$ cat src/rtl/saida_pkg.sv
// Shared definitions for the output-unit write path: default sizes,
// requester indices and the buffered write entry.
package saida_pkg;

  localparam int NUM_SAIDAS_PADRAO   = 3;
  localparam int PROFUNDIDADE_PADRAO = 4;

  // Requester indices; also the value loaded into origem_erro.
  localparam logic REQ_CPU   = 1'b0;
  localparam logic REQ_DEBUG = 1'b1;

  // One buffered write: target display address plus data word.
  typedef struct packed {
    logic [31:0] endereco;
    logic [31:0] dado;
  } entrada_t;

endpackage

$ cat src/rtl/fifo_saida.sv
// Small circular-buffer FIFO holding pending display writes for one
// requester. Pointers carry one extra wrap bit so full and empty are
// told apart without a separate counter. The head entry is visible
// combinationally so the arbiter can issue it on the same edge it pops.
module fifo_saida
  import saida_pkg::*;
#(
  parameter int PROFUNDIDADE = PROFUNDIDADE_PADRAO
) (
  input  logic     clock,
  input  logic     reset,
  input  logic     push,
  input  entrada_t entrada,
  input  logic     pop,
  output entrada_t cabeca,
  output logic     cheio,
  output logic     vazio
);

  localparam int AW = $clog2(PROFUNDIDADE);

  entrada_t       mem [PROFUNDIDADE];
  logic [AW:0]    wr_ptr_reg;
  logic [AW:0]    rd_ptr_reg;
  logic           push_ok;
  logic           pop_ok;

  // Full when the index bits match but the wrap bits differ.
  assign cheio   = (wr_ptr_reg[AW] != rd_ptr_reg[AW]) &&
                   (wr_ptr_reg[AW-1:0] == rd_ptr_reg[AW-1:0]);
  assign vazio   = (wr_ptr_reg == rd_ptr_reg);
  assign push_ok = push & ~cheio;
  assign pop_ok  = pop & ~vazio;
  assign cabeca  = mem[rd_ptr_reg[AW-1:0]];

  // Storage write; contents need no reset since the pointers gate them.
  always_ff @(posedge clock) begin
    if (push_ok) begin
      mem[wr_ptr_reg[AW-1:0]] <= entrada;
    end
  end

  // Pointer update; reset empties the FIFO and overrides push/pop.
  always_ff @(posedge clock) begin
    if (!reset) begin
      wr_ptr_reg <= '0;
      rd_ptr_reg <= '0;
    end else begin
      if (push_ok) wr_ptr_reg <= wr_ptr_reg + 1'b1;
      if (pop_ok)  rd_ptr_reg <= rd_ptr_reg + 1'b1;
    end
  end

endmodule

$ cat src/rtl/arbitro_saida.sv
// Round-robin write arbiter in front of the output unit. Two requesters
// (CPU and debug/loader) each feed a private FIFO; one head entry is
// granted per cycle, range-checked against the number of displays, and
// either registered onto the output port or dropped with a sticky flag.
module arbitro_saida
  import saida_pkg::*;
#(
  parameter int PROFUNDIDADE = PROFUNDIDADE_PADRAO,
  parameter int NUM_SAIDAS   = NUM_SAIDAS_PADRAO
) (
  input  logic        clock,
  input  logic        reset,
  input  logic        req0_valid,
  output logic        req0_ready,
  input  logic [31:0] req0_endereco,
  input  logic [31:0] req0_dado,
  input  logic        req1_valid,
  output logic        req1_ready,
  input  logic [31:0] req1_endereco,
  input  logic [31:0] req1_dado,
  output logic        OUT,
  output logic [31:0] endereco,
  output logic [31:0] dado_de_saida,
  output logic        ocupado,
  output logic        erro_endereco,
  output logic        origem_erro
);

  localparam logic [31:0] LIMITE = 32'(NUM_SAIDAS);

  logic [1:0] valid_vec;
  logic [1:0] ready_vec;
  logic [1:0] push_vec;
  logic [1:0] pop_vec;
  logic [1:0] cheio_vec;
  logic [1:0] vazio_vec;
  entrada_t   entrada_vec [2];
  entrada_t   cabeca_vec  [2];

  logic       concede;
  logic       vencedor;
  entrada_t   cabeca;
  logic       endereco_valido;

  logic        out_reg;
  logic [31:0] endereco_reg;
  logic [31:0] dado_reg;
  logic        erro_reg;
  logic        origem_reg;
  logic        ultimo_reg;

  assign valid_vec      = {req1_valid, req0_valid};
  assign entrada_vec[0] = '{endereco: req0_endereco, dado: req0_dado};
  assign entrada_vec[1] = '{endereco: req1_endereco, dado: req1_dado};
  assign req0_ready     = ready_vec[0];
  assign req1_ready     = ready_vec[1];

  // One FIFO per requester; ready depends only on registered occupancy.
  generate
    for (genvar gi = 0; gi < 2; gi++) begin : g_fifo
      assign ready_vec[gi] = ~cheio_vec[gi];
      assign push_vec[gi]  = valid_vec[gi] & ~cheio_vec[gi];

      fifo_saida #(
        .PROFUNDIDADE(PROFUNDIDADE)
      ) u_fifo (
        .clock   (clock),
        .reset   (reset),
        .push    (push_vec[gi]),
        .entrada (entrada_vec[gi]),
        .pop     (pop_vec[gi]),
        .cabeca  (cabeca_vec[gi]),
        .cheio   (cheio_vec[gi]),
        .vazio   (vazio_vec[gi])
      );
    end
  endgenerate

  // Grant selection: a lone non-empty FIFO wins; on a tie the requester
  // not granted last wins. The granted head is range-checked here.
  always_comb begin
    concede  = 1'b0;
    vencedor = REQ_CPU;
    pop_vec  = 2'b00;
    if (!vazio_vec[0] && !vazio_vec[1]) begin
      concede  = 1'b1;
      vencedor = ~ultimo_reg;
    end else if (!vazio_vec[0]) begin
      concede  = 1'b1;
      vencedor = REQ_CPU;
    end else if (!vazio_vec[1]) begin
      concede  = 1'b1;
      vencedor = REQ_DEBUG;
    end
    if (concede) begin
      pop_vec[vencedor] = 1'b1;
    end
    cabeca          = vencedor ? cabeca_vec[1] : cabeca_vec[0];
    endereco_valido = (cabeca.endereco < LIMITE);
  end

  // Output registers, round-robin pointer and sticky address-error state.
  always_ff @(posedge clock) begin
    if (!reset) begin
      out_reg      <= 1'b0;
      endereco_reg <= '0;
      dado_reg     <= '0;
      erro_reg     <= 1'b0;
      origem_reg   <= 1'b0;
      ultimo_reg   <= 1'b1;
    end else begin
      out_reg <= 1'b0;
      if (concede) begin
        ultimo_reg <= vencedor;
        if (endereco_valido) begin
          out_reg      <= 1'b1;
          endereco_reg <= cabeca.endereco;
          dado_reg     <= cabeca.dado;
        end else begin
          erro_reg <= 1'b1;
          if (!erro_reg) begin
            origem_reg <= vencedor;
          end
        end
      end
    end
  end

  assign OUT           = out_reg;
  assign endereco      = endereco_reg;
  assign dado_de_saida = dado_reg;
  assign erro_endereco = erro_reg;
  assign origem_erro   = origem_reg;
  assign ocupado       = ~(&vazio_vec) | out_reg;

endmodule

$ cat config.mk
export PLATFORM = sky130hd
export DESIGN_NAME = arbitro_saida
export DESIGN_NICKNAME = d
export VERILOG_FILES = /design/src/rtl/saida_pkg.sv /design/src/rtl/fifo_saida.sv /design/src/rtl/arbitro_saida.sv
export SDC_FILE = /design/constraint.sdc
export NUM_CORES = 1
export LEC_CHECK = 0
export BUFFER_PORTS_ARGS = -buffer_cell sky130_fd_sc_hd__buf_2
export CORE_AREA = 2 2 248 250
export DETAILED_ROUTE_END_ITERATION = 8
export DIE_AREA = 0 0 250 252
export GPL_ROUTABILITY_DRIVEN = 1
export GPL_TIMING_DRIVEN = 0
export SETUP_SLACK_MARGIN = 0.3
export SLEW_MARGIN = 10
export SYNTH_ARGS = -nofsm -noshare
export SYNTH_HDL_FRONTEND = slang
export SYNTH_SLANG_ARGS = --single-unit
$ cat constraint.sdc
create_clock -name clock -period 3 [get_ports clock]
set_input_delay 0.45 -clock clock [delete_from_list [all_inputs] [get_ports clock]]
set_output_delay 0.45 -clock clock [all_outputs]
set_load 0.05 [all_outputs]
# Yosys cells after proc, flatten, opt, wreduce, memory -nomap -nowiden
# Memories as Yosys holds them, arrays and structs flattened. A register that Yosys moved wholly into a read port is not among the register bits.
# Cells that the tools add are included.
[classes]
addsub = 4
n_mul = 0
div = 0
order_cmp = 3
eq_ne = 6
shift = 0
mux = 18
n_bitwise = 15
n_reduce_logical = 11
[op_table]
columns = ["operator", "n"]
rows = [
  ["$mux 64", 1],
  ["$lt 32x2->1 const B", 1],
  ["$add 3x1->3 const B", 4],
  ["$mux 1", 11],
  ["$mux 2", 5],
  ["$not 1->1", 8],
  ["$reduce_and 2->1", 4],
  ["$and 1x1->1", 6],
  ["$eq 3x3->1", 2],
  ["$eq 2x2->1", 2],
  ["$logic_and 1x1->1", 4],
  ["$reduce_and 3->1", 1],
  ["$logic_not 1->1", 2],
  ["$lt 1x2->1 const B", 1],
  ["$ne 1x1->1", 2],
  ["$demux 1 s1", 1],
  ["$ge 1x1->1 const B", 1],
  ["$or 1x1->1", 1],
]
[totals]
register_bits = 80
latch_bits = 0
ramBits = 512
rom_bits = 0
wordCells = 69
memories = 2
[memory_table]
columns = ["memory", "depth", "width", "read_ports", "rd_clocked_by_memory_dff", "write_ports", "line", "text"]
rows = [
  ["g_fifo[0].u_fifo.mem", 4, 64, 1, 1, 1, "fifo_saida.sv:22", "entrada_t mem [PROFUNDIDADE];"],
  ["g_fifo[1].u_fifo.mem", 4, 64, 1, 1, 1, "fifo_saida.sv:22", ""],
]

# Depth between registers and ports, before layout
[logic_depth]
depth_word = 12
depth_mapped = 12

# By module
# A second synthesis with hierarchy kept.
[hier_totals]
cells_unflattened = 1079
hier_area_um2 = 22386.5
[by_module_without_submodules]
columns = ["mod", "n_inst", "cells_per_inst", "area_each_um2", "seq_area_each_um2"]
rows = [
  ["fifo_saida", 2, 402, 9768.1, 7847.5],
  ["arbitro_saida", 1, 275, 2850.2, 1361.3],
]

# Worst setup path before layout
# OpenSTA, ideal clock, no wires.
[synth_timing]
kind = "register -> register"
start = "reg g_fifo[1].u_fifo.wr_ptr_reg[1]"
end = "mem g_fifo[1].u_fifo.mem[3][0] (netlist bit) (enable)"
setup_time_ns = 0.431
t_arrival_ns = 2.731
t_required_ns = 2.569
setup_slack_ns = -0.162
stages_incl_launch_ff = 5
path_buffers = 0
period_less_slack_ns = 3.162
cell_sequence = "dfxtp_1 xor2_1 nor2_1 nand2_1 and3_1"
[synth_via]
elab_chain_len = 7
[synth_rtl]
columns = ["item", "line", "text"]
rows = [
  ["start: declaration", "fifo_saida.sv:23", "logic [AW:0] wr_ptr_reg;"],
  ["start signal: assignment", "fifo_saida.sv:49", "if (push_ok) wr_ptr_reg <= wr_ptr_reg + 1'b1;"],
  ["$eq 2x2->1 *", "fifo_saida.sv:30", "(wr_ptr_reg[AW-1:0] == rd_ptr_reg[AW-1:0]);"],
  ["$logic_and 1x1->1 *", "fifo_saida.sv:29", "assign cheio = (wr_ptr_reg[AW] != rd_ptr_reg[AW]) &&"],
  ["$not 1->1 *", "n/a", ""],
  ["net req1_ready", "arbitro_saida.sv:18", "output logic req1_ready,"],
  ["$and 1x1->1", "arbitro_saida.sv:62", "assign push_vec[gi] = valid_vec[gi] & ~cheio_vec[gi];"],
  ["$and 1x1->1 *", "fifo_saida.sv:32", "assign push_ok = push & ~cheio;"],
  ["$mux 1 *", "fifo_saida.sv:38", "if (push_ok) begin"],
  ["$mux 1 (not written as such) *", "fifo_saida.sv:39", "mem[wr_ptr_reg[AW-1:0]] <= entrada;"],
  ["end: declaration", "fifo_saida.sv:22", ""],
]
# Mark *: on every way through the listed nets, which the timed path passes. The rest lies on a longest branch.

==> flow_metrics.tcl <==
set metrics [dict create \
    status "complete, no violations" \
    fmax_ghz 0.366 \
    rsz0062_at_grt "true" \
    period_minus_slack_ps 2730 \
    die_h_um 252 \
    htreeDepth 2 \
    placement.io_buffers 201 \
    globalplace.congestion 0.731 \
    drive_gt1_share_pct 36.3 \
    die_w_um 250 \
    setup_ws_ps 266 \
    netlist_area_mm2 0.0210 \
    start_util_pct 34.9 \
    antenna_found_initial 10 \
    ys_seq_area_share_pct 81.2 \
    clk_latency_ps 620 \
    viasPerCell 4.81 \
    worstPathMaxFanout 10 \
    worst_ep_arrival_time_ps 3230 \
    worst_clock_skew_ps 28.8 \
    tns_ps 0 \
    final-setup-viol-count 0 \
    avgRoutedWirePerCell_um 22.2 \
    cts_tree "done" \
    critPathLaunchType "register" \
    clk_path_buf_depth 3 \
    crit_top_cell "buf_6" \
    syn_nets 1168 \
    holdWs_ps 43.9 \
    syn-instance-count 1026 \
    grt_pass1_wl_mm 69.1 \
    cts_buffers 61 \
    num_vias 10300 \
    drtIter0Drc 732 \
    coreArea_mm2 0.0601 \
    pre_cts_ws_ps -974 \
    worstPathCellList "or4_4 -> nor4b_4 -> a21oi_2 -> a211o_1 -> o21a_4 -> a211oi_4 -> buf_6 -> buf_6 -> nand2_1 -> o211a_1" \
    ioPinCount 202 \
    ir_drop_mv 0.522 \
    rows 90 \
    worst_hold_path_type "input pin to register" \
    path_clk_slew_ps 60 \
    root_buffer "clkbuf_16" \
    worst_slew_pin_slew_ps 833 \
    final-max-slew-violation-count 0 \
    synth.distinct_cells 41 \
    p_seq_share_pct 48.6 \
    syn_area_per_cell_um2 20.5 \
    p_sw_share_pct 24.4 \
    slowest_stage "or4_4" \
    totalWireLength_mm 47.7 \
    ys_warn_count 0 \
    p_clk_share_pct 36.9 \
    synth-seq-cells 596 \
    area_growth_pct 24.4 \
    p_per_area_mw_per_mm2 757 \
    end_kind "register" \
    layout.nets 1460 \
    path_class "register to register" \
    drtAntennaViolNets 0 \
    worst_slew_margin_rel_pct 44.5 \
    grt-ovfl-total 0 \
    grt_pass1_vias 11000 \
    finalCritPeriodShare_pct 91.1 \
    instances_no_fill 2152 \
    clock-sinks 596 \
    p_leak_uw 0.00934 \
    dpl.hpwl_mm 30.6 \
    p_int_uw 14900 \
    drc 0 \
    dpl.cell_count 2017 \
    pwr-share-comb_pct 14.5 \
    crit_required_ps 3500 \
    largest_register_ffs 512 \
    first_pass_iters 5 \
    grt_max_degree 51 \
    crit_path_max_incr_delay_ps 560 \
    die-area_mm2 0.0630 \
    p_sw_uw 4820 \
    hold_viol 0 \
    max_cap_violations 0 \
    grt_usage_pct 14.9 \
]
-- path summary, 6_finish.rpt --
check / startpoint / depth (start not counted) / slack (ps) / endpoint
setup reg to reg: g_fifo[0].u_fifo.mem[1][49] / 10 / 270 / dado_de_saida[2]
hold reg to reg: endereco[19] / 1 / 450 / endereco[19]
setup / recovery: g_fifo[0].u_fifo.mem[1][49] / 10 / 270 / dado_de_saida[2]
hold / removal: req0_dado[11] / 1 / 40 / g_fifo[0].u_fifo.mem[0][11]
-- synth_stat cells --
master       n  area share [%]
a211o_1      1           0.042
a211oi_1     1           0.036
a211oi_4     1           0.095
a21boi_0     2           0.071
a21o_1       2           0.071
a21oi_1      5            0.12
a22oi_1      2           0.071
and2_1      42             1.3
and3_1       8            0.24
buf_1       10            0.18
buf_2        9            0.21
buf_4        1           0.036
buf_6        1           0.054
clkbuf_1    17            0.30
dfxtp_1     84             8.0
edfxtp_1   512              73
ha_1        10            0.60
inv_1        4           0.071
mux2_2       2            0.11
mux2i_1     33             1.6
mux4_2      68             7.3
nand2_1     45            0.80
nand3_1     12            0.29
nand3b_1     1           0.036
nand4_1      8            0.24
nor2_1      15            0.27
nor2b_1      5            0.15
nor3_1      10            0.24
nor4_1      44             1.3
nor4b_1      8            0.33
o2111ai_1    2           0.083
o211a_1     32             1.5
o21a_1       2           0.071
o21ai_0      5            0.12
o21ai_1      1           0.024
o311ai_0     1           0.042
o41ai_1      2           0.083
or3_1        2           0.060
or4_1        2           0.071
xnor2_1     10            0.42
xor2_1       4            0.17
-- layer usage --
| layer | vias to the layer above | GRT usage (%) | wire length (um) |
|---|---|---|---|
| met4 | 16 | 4.98 | 1050 |
| met1 | 5248 | 19.1 | 20500 |
| met2 | 255 | 25.1 | 23300 |
| met5 | - | 0 | 115 |
| li1 | 4742 | - | - |
| met3 | 81 | 3.46 | 2690 |
-- stage by stage --
stage	total power, uW	utilization, %	cell area (um2)
floorplan	11500	-	21000
global placement	12400	38.2	23000
detailed placement	12500	38.6	23200
CTS	19900	42.6	25600
global route	20600	43.4	26100
finish	19800	43.4	26100
-- cell usage in the layout (no fill, tap or decap), types with 10 or more instances in the layout --
cell type and instances:
and2_1 26, and2_4 16, buf_2 205, buf_6 10, clkbuf_1 26, clkbuf_16 67, clkinv_2 10, dfxtp_1 82
edfxtp_1 512, ha_1 10, mux2i_1 33, mux4_2 68, nand2_1 25, nand2_2 14, nor2_1 15, nor4_1 30
o211a_1 32
-- kinds of logic after synthesis --
family,after synthesis,share of synthesized area [%]
compound gates,59,2.46
buf+inv,42,0.858
simple gates,202,5.29
mux,103,8.98
xor+xnor,14,0.584
fa+ha+maj,10,0.596
flops,596,81.2
-- layout make-up --
type,count,area (um2)
Antenna cell,2,5.00
Buffer,38,340
Clock buffer,85,1750
Clock inverter,28,205
Fill cell,5277,34000
Inverter,4,15.0
Multi-Input combinational cell,388,4240
Sequential cell,596,17100
Tap cell,782,978
Timing Repair Buffer,229,1510
-- repair_timing --
action | in CTS | in global routing
pin swaps | 8 | 19
resized for setup | 76 | 103
cloned | 2 | 4
setup endpoints to repair | 67 | 67
hold buffers | 3 | 0
setup buffers | 7 | 4
hold endpoints to repair | 6 | 0
-- power groups by stage --
stage	clock [uW]	sequential, uW	combinational (uW)
after floorplan	0	9770	1760
after global placement	0	9760	2610
after detailed placement	0	9760	2700
after CTS	7510	9600	2780
after global routing	7820	9640	3110
final	7290	9610	2870
-- critical path: cells and delay by family (launching register included) --
kind	cells	cell delay [ps]
buffers and inverters	2	370
AOI/OAI and AO/OA	5	950
DFF	1	370
and+or+nand+nor	3	930
Note: power is estimated with default switching activity, not from simulation.
